### src/rtl/fnd_pkg.sv
// fnd_pkg: shared constants for the FND segment receiver path.
//   - Active-low segment codes {a,b,c,d,e,f,g} for hex digits 0..F.
//   - SEG_BLANK: all segments off.
//   - State encoding for the fnd_rx settle FSM.
package fnd_pkg;

    localparam logic [6:0] SEG_0     = 7'h01;
    localparam logic [6:0] SEG_1     = 7'h4F;
    localparam logic [6:0] SEG_2     = 7'h12;
    localparam logic [6:0] SEG_3     = 7'h06;
    localparam logic [6:0] SEG_4     = 7'h4C;
    localparam logic [6:0] SEG_5     = 7'h24;
    localparam logic [6:0] SEG_6     = 7'h20;
    localparam logic [6:0] SEG_7     = 7'h0D;
    localparam logic [6:0] SEG_8     = 7'h00;
    localparam logic [6:0] SEG_9     = 7'h04;
    localparam logic [6:0] SEG_A     = 7'h08;
    localparam logic [6:0] SEG_B     = 7'h60;
    localparam logic [6:0] SEG_C     = 7'h31;
    localparam logic [6:0] SEG_D     = 7'h42;
    localparam logic [6:0] SEG_E     = 7'h30;
    localparam logic [6:0] SEG_F     = 7'h38;
    localparam logic [6:0] SEG_BLANK = 7'h7F;

    typedef enum logic [1:0] {
        ST_IDLE   = 2'd0,
        ST_SETTLE = 2'd1,
        ST_HOLD   = 2'd2
    } state_e;

endpackage

### src/rtl/fnd_seg2hex.sv
// fnd_seg2hex: combinational inverse of the hex-to-segment decoder.
// Ports:
//   seg_i      [6:0]  active-low segment pattern {a,b,c,d,e,f,g}
//   value_o    [3:0]  recovered hex value (0 when not a legal digit)
//   legal_o           pattern is one of the sixteen digit codes
//   is_blank_o        pattern is all segments off
module fnd_seg2hex
    import fnd_pkg::*;
(
    input  logic [6:0] seg_i,
    output logic [3:0] value_o,
    output logic       legal_o,
    output logic       is_blank_o
);

    always_comb begin
        value_o    = '0;
        legal_o    = 1'b1;
        is_blank_o = 1'b0;
        case (seg_i)
            SEG_0:     value_o = 4'h0;
            SEG_1:     value_o = 4'h1;
            SEG_2:     value_o = 4'h2;
            SEG_3:     value_o = 4'h3;
            SEG_4:     value_o = 4'h4;
            SEG_5:     value_o = 4'h5;
            SEG_6:     value_o = 4'h6;
            SEG_7:     value_o = 4'h7;
            SEG_8:     value_o = 4'h8;
            SEG_9:     value_o = 4'h9;
            SEG_A:     value_o = 4'hA;
            SEG_B:     value_o = 4'hB;
            SEG_C:     value_o = 4'hC;
            SEG_D:     value_o = 4'hD;
            SEG_E:     value_o = 4'hE;
            SEG_F:     value_o = 4'hF;
            SEG_BLANK: begin
                legal_o    = 1'b0;
                is_blank_o = 1'b1;
            end
            default:   legal_o = 1'b0;
        endcase
    end

endmodule

### src/rtl/fnd_rx.sv
// fnd_rx: seven-segment pattern receiver. Samples an active-low segment bus,
// waits for the pattern to hold for STABLE_CYCLES qualified samples, then
// reports the hex value (valid pulse), a blank, or an illegal code (code_err
// pulse). A held pattern is accepted only once.
// Ports:
//   clk, rst_n        clock, synchronous active-low reset
//   seg_in    [6:0]   segment bus {a,b,c,d,e,f,g}, 0 = lit
//   sample_en         sample qualifier; low freezes sampling and settling
//   clr_cnt           synchronous clear of err_cnt (clear beats increment)
//   number    [3:0]   last accepted hex value
//   blank             last accepted pattern was blank
//   valid             1-cycle pulse on legal digit / blank acceptance
//   code_err          1-cycle pulse on illegal pattern acceptance
//   err_cnt   [CNT_W-1:0] saturating illegal-acceptance count
// Build option: FND_RX_ERRCNT_EN enables err_cnt/clr_cnt; when undefined
// err_cnt reads 0 and clr_cnt is ignored.
module fnd_rx
    import fnd_pkg::*;
#(
    parameter int unsigned STABLE_CYCLES = 4,
    parameter int unsigned CNT_W         = 8
) (
    input  logic             clk,
    input  logic             rst_n,
    input  logic [6:0]       seg_in,
    input  logic             sample_en,
    input  logic             clr_cnt,
    output logic [3:0]       number,
    output logic             blank,
    output logic             valid,
    output logic             code_err,
    output logic [CNT_W-1:0] err_cnt
);

    localparam int unsigned CW = $clog2(STABLE_CYCLES + 1);

    state_e          state_q;
    logic [6:0]      seg_q;
    logic [6:0]      cand_q;
    logic [CW-1:0]   cnt_q;
    logic [3:0]      number_q;
    logic            blank_q;
    logic            valid_q;
    logic            code_err_q;

    logic [3:0]      cand_value;
    logic            cand_legal;
    logic            cand_blank;
    logic            accept;

    fnd_seg2hex u_seg2hex (
        .seg_i      (cand_q),
        .value_o    (cand_value),
        .legal_o    (cand_legal),
        .is_blank_o (cand_blank)
    );

    // Final settle step: cand already equals seg_q, so decoding cand is safe.
    always_comb begin
        accept = sample_en && (state_q == ST_SETTLE) && (seg_q == cand_q) &&
                 (cnt_q == CW'(STABLE_CYCLES - 1));
    end

    always_ff @(posedge clk) begin
        if (!rst_n) begin
            state_q    <= ST_IDLE;
            seg_q      <= SEG_BLANK;
            cand_q     <= SEG_BLANK;
            cnt_q      <= '0;
            number_q   <= '0;
            blank_q    <= 1'b1;
            valid_q    <= 1'b0;
            code_err_q <= 1'b0;
        end else begin
            valid_q    <= 1'b0;
            code_err_q <= 1'b0;
            if (sample_en) begin
                seg_q <= seg_in;
                case (state_q)
                    ST_IDLE: begin
                        cand_q  <= seg_q;
                        cnt_q   <= CW'(1);
                        state_q <= ST_SETTLE;
                    end
                    ST_SETTLE: begin
                        if (seg_q != cand_q) begin
                            cand_q <= seg_q;
                            cnt_q  <= CW'(1);
                        end else if (accept) begin
                            state_q <= ST_HOLD;
                            if (cand_legal) begin
                                number_q <= cand_value;
                                blank_q  <= 1'b0;
                                valid_q  <= 1'b1;
                            end else if (cand_blank) begin
                                blank_q <= 1'b1;
                                valid_q <= 1'b1;
                            end else begin
                                code_err_q <= 1'b1;
                            end
                        end else begin
                            cnt_q <= cnt_q + 1'b1;
                        end
                    end
                    ST_HOLD: begin
                        if (seg_q != cand_q) begin
                            cand_q  <= seg_q;
                            cnt_q   <= CW'(1);
                            state_q <= ST_SETTLE;
                        end
                    end
                    default: state_q <= ST_IDLE;
                endcase
            end
        end
    end

`ifdef FND_RX_ERRCNT_EN
    logic [CNT_W-1:0] err_cnt_q;
    logic [CNT_W-1:0] err_cnt_d;

    always_comb begin
        err_cnt_d = err_cnt_q;
        if (clr_cnt) begin
            err_cnt_d = '0;
        end else if (accept && !cand_legal && !cand_blank && (err_cnt_q != '1)) begin
            err_cnt_d = err_cnt_q + 1'b1;
        end
    end

    always_ff @(posedge clk) begin
        if (!rst_n) begin
            err_cnt_q <= '0;
        end else begin
            err_cnt_q <= err_cnt_d;
        end
    end

    assign err_cnt = err_cnt_q;
`else
    logic unused_clr_cnt;
    assign unused_clr_cnt = clr_cnt;
    assign err_cnt        = '0;
`endif

    assign number   = number_q;
    assign blank    = blank_q;
    assign valid    = valid_q;
    assign code_err = code_err_q;

endmodule

### config.mk
export PLATFORM = sky130hd
export DESIGN_NAME = fnd_rx
export DESIGN_NICKNAME = d
export VERILOG_FILES = /design/src/rtl/fnd_pkg.sv /design/src/rtl/fnd_seg2hex.sv /design/src/rtl/fnd_rx.sv
export SDC_FILE = /design/constraint.sdc
export NUM_CORES = 1
export LEC_CHECK = 0
export ABC_AREA = 1
export BUFFER_PORTS_ARGS = -buffer_cell sky130_fd_sc_hd__clkbuf_2
export CAP_MARGIN = 25
export CORE_MARGIN = 10
export CORE_UTILIZATION = 61
export CTS_CLUSTER_DIAMETER = 80
export DETAILED_ROUTE_END_ITERATION = 8
export GPL_TIMING_DRIVEN = 0
export HOLD_SLACK_MARGIN = 0.06
export PLACE_DENSITY_LB_ADDON = 0.1
export SYNTH_ARGS = -nofsm -noshare
export SYNTH_HDL_FRONTEND = slang
export SYNTH_SLANG_ARGS = --single-unit
### constraint.sdc
create_clock -name clk -period 3.15 [get_ports clk]
set_clock_uncertainty 0.15 [all_clocks]
set_input_delay 0.63 -clock clk [delete_from_list [all_inputs] [get_ports clk]]
set_output_delay 0.63 -clock clk [all_outputs]
set_load 0.02 [all_outputs]
==> results.cfg <==
[critical_path]
cp.arrival_ps = 1960
cp-end-kind = flop
r2r-start = cand_q[1]
r2r_slack_ps = 1340
startpoint_type = primary input
path_max_fanout = 10
timing.rr.end = valid
r2r_cells = 12
path_class = primary input to flop
cp_data_required_time_ps = 3270

[routing]
via_per_inst = 5.10
wl_per_cell_um = 11.5
vias = 1657
final_antenna_net_count = 0
drtIter0Drc = 165
drcViolationCount = 0
firstDrtPassIters = 4
wl_mm = 3.75

[synth]
syn_area_sq_um = 1720
netlist_top_cells_count = 79 x nand2_1, 36 x nor2_1, 26 x dfxtp_1, 24 x inv_1, 19 x nand3_1
synth_edf_count = 0
synth_cells = 269
syn_avg_cell_area_sq_um = 6.38
synth_warnings = 0
yosysTopAreaCellShare = 0.303
ys_ff_latch = 26
yosys.cell_count.top_type = nand2_1
synth_top_flop_cell = dfxtp_1
synth-seq-area-share = 0.303
yosys.area.top_type = dfxtp_1
synth.area.top_cells = dfxtp_1 30%, nand2_1 17%, nor2_1 7.9%, ha_1 5.8%, nand3_1 5.5%
async_reset_ff_frac = 0
yosys.cell_types.count = 28

[clocking]
clk_pin_slew_ps = 140
root_buffer = clkbuf_4
cts_resized = 0
cts_buffers = 3
htreeDepth = 1
clk_latency_ps = 320
hold_buffers = 0
clkSinkCount = 26
cts_tree = built
cts_buffer_depth = 2
cts_setup_buffers = 0

[timing]
rsz0062_at_grt = no
timing.hold.ws_ps = 323
fin_crit_sh = 0.583
fin_crit_ps = 1840
max_freq_mhz = 545
setup_tns_ps = 0
finalMaxSlewViolations = 0
hold_viol_final = 0
finalSetupViolations = 0

[grt]
grtUsageTotal = 0.146
grt_pass1_vias = 1534
antenna_found_initial = 0
grt_start_max_net_pins = 15
grt_pass1_wl_mm = 6.53
grt_overflow = 0

[hold_path]
min_path_type = flop to flop
hold_path_startpoint = number[3]
hold_depth = 2
min_to = number[3]

[power]
max-vdd-ir-drop_v = 0.000353
p_per_area_nw_per_um2 = 390
p_leak_uw = 0.00101
power.total_uw = 736

[placement]
gp_congestion = 0.908
dp_hpwl_mm = 3.01
numPortBuffers = 14
place_inst = 321

[finish]
drive_gt1_frac = 0.177
fin_cells = 325
diodes = 0
nets = 314
syn_to_final_growth_pct = 9.99
final_util = 0.691

[floorplan]
coreArea_sq_um = 2730
start_util = 0.628
ios = 26
placementRows = 19
die_h_um = 73.1
dieArea_sq_um = 5340
die_x_um = 73.1

[run]
cap_violations = 0

[outcome]
status = finished, final reports clean
worst max path at each step:
stage,from,endpoint,slack [ps],cells past startpoint
3_5_place_dp,sample_en,cnt_q[2],1010,7
5_1_grt,cand_q[1],valid,1040,12
3_3_place_gp,sample_en,cnt_q[2],1020,6
2_1_floorplan,sample_en,cnt_q[2],1360,6
6_report,sample_en,cnt_q[2],1310,7
4_1_cts,sample_en,cnt_q[2],1330,7
state kept, by name, indices dropped and copies added, names as in the netlist:
| register | count |
|---|---|
| blank | 1 |
| cand_q | 7 |
| cnt_q | 3 |
| code_err | 1 |
| number | 4 |
| seg_q | 7 |
| state_q | 2 |
| valid | 1 |
final cells by class:
cell class | count | area (sq um)
Timing Repair Buffer | 14 | 70.1
Fill cell | 257 | 846
Tap cell | 31 | 38.8
Clock buffer | 4 | 36.3
Sequential cell | 26 | 520
Multi-Input combinational cell | 200 | 997
Inverter | 34 | 128
Buffer | 16 | 97.6
stage by stage:
| stage | instance area [sq um] | setup slack [ps] |
|---|---|---|
| after global routing | 1890 | 1040 |
| after detailed placement | 1850 | 1010 |
| final | 1890 | 1310 |
| after CTS | 1890 | 1330 |
| after floorplan | 1740 | 1360 |
| after global placement | 1850 | 1020 |
critical path, stage by stage:
cell and delay, ps:
clkbuf_1 370, nand3_1 190, nor3_2 380, nor2_1 120
nand3_1 90, nand2_1 60, nor2_1 100
power breakdown:
| part | switching [uW] | internal [uW] | leakage, uW |
|---|---|---|---|
| registers | 22.0 | 350 | 0.000214 |
| clock network | 98.9 | 70.8 | 0.0000210 |
| logic | 126 | 68.5 | 0.000777 |
| total | 247 | 489 | 0.00101 |
metal layers:
metal,part of all wire,GRT usage,wire length [um],vias up
met3,0.052,0.0286,195,9
met2,0.47,0.249,1780,37
met5,0,0,0,-
met1,0.45,0.177,1690,723
li1,-,-,-,888
met4,0.023,0.0485,85,0
cell usage in the layout, fill, tap and decap left out:
cell type,instances
xnor2_1,3
clkbuf_8,1
nor2_1,36
o211ai_1,7
o21ai_0,6
clkbuf_4,3
o21ai_1,1
clkbuf_1,3
o2111ai_1,1
o21ai_2,1
inv_2,10
nor2_4,1
nand3_1,19
inv_1,24
nor3_2,3
buf_2,3
nor4b_1,1
nor3_1,3
a21oi_1,11
buf_4,9
clkbuf_2,14
dfxtp_1,26
nand3_2,3
ha_1,8
nand2_2,2
nor2_2,2
xor2_1,1
conb_1,8
nand4_1,4
buf_1,1
nand2_1,79
cell families after synthesis:
group | count (synthesis) | synth area share
AO/OA/AOI/OAI | 27 | 0.0933
XOR/XNOR | 4 | 0.0204
adder cells (fa/ha/maj) | 8 | 0.0583
buffers and inverters | 50 | 0.131
flip-flops | 26 | 0.303
other | 1 | 0.00218
AND/OR/NAND/NOR | 153 | 0.391
(Power assumes the default switching activity.)
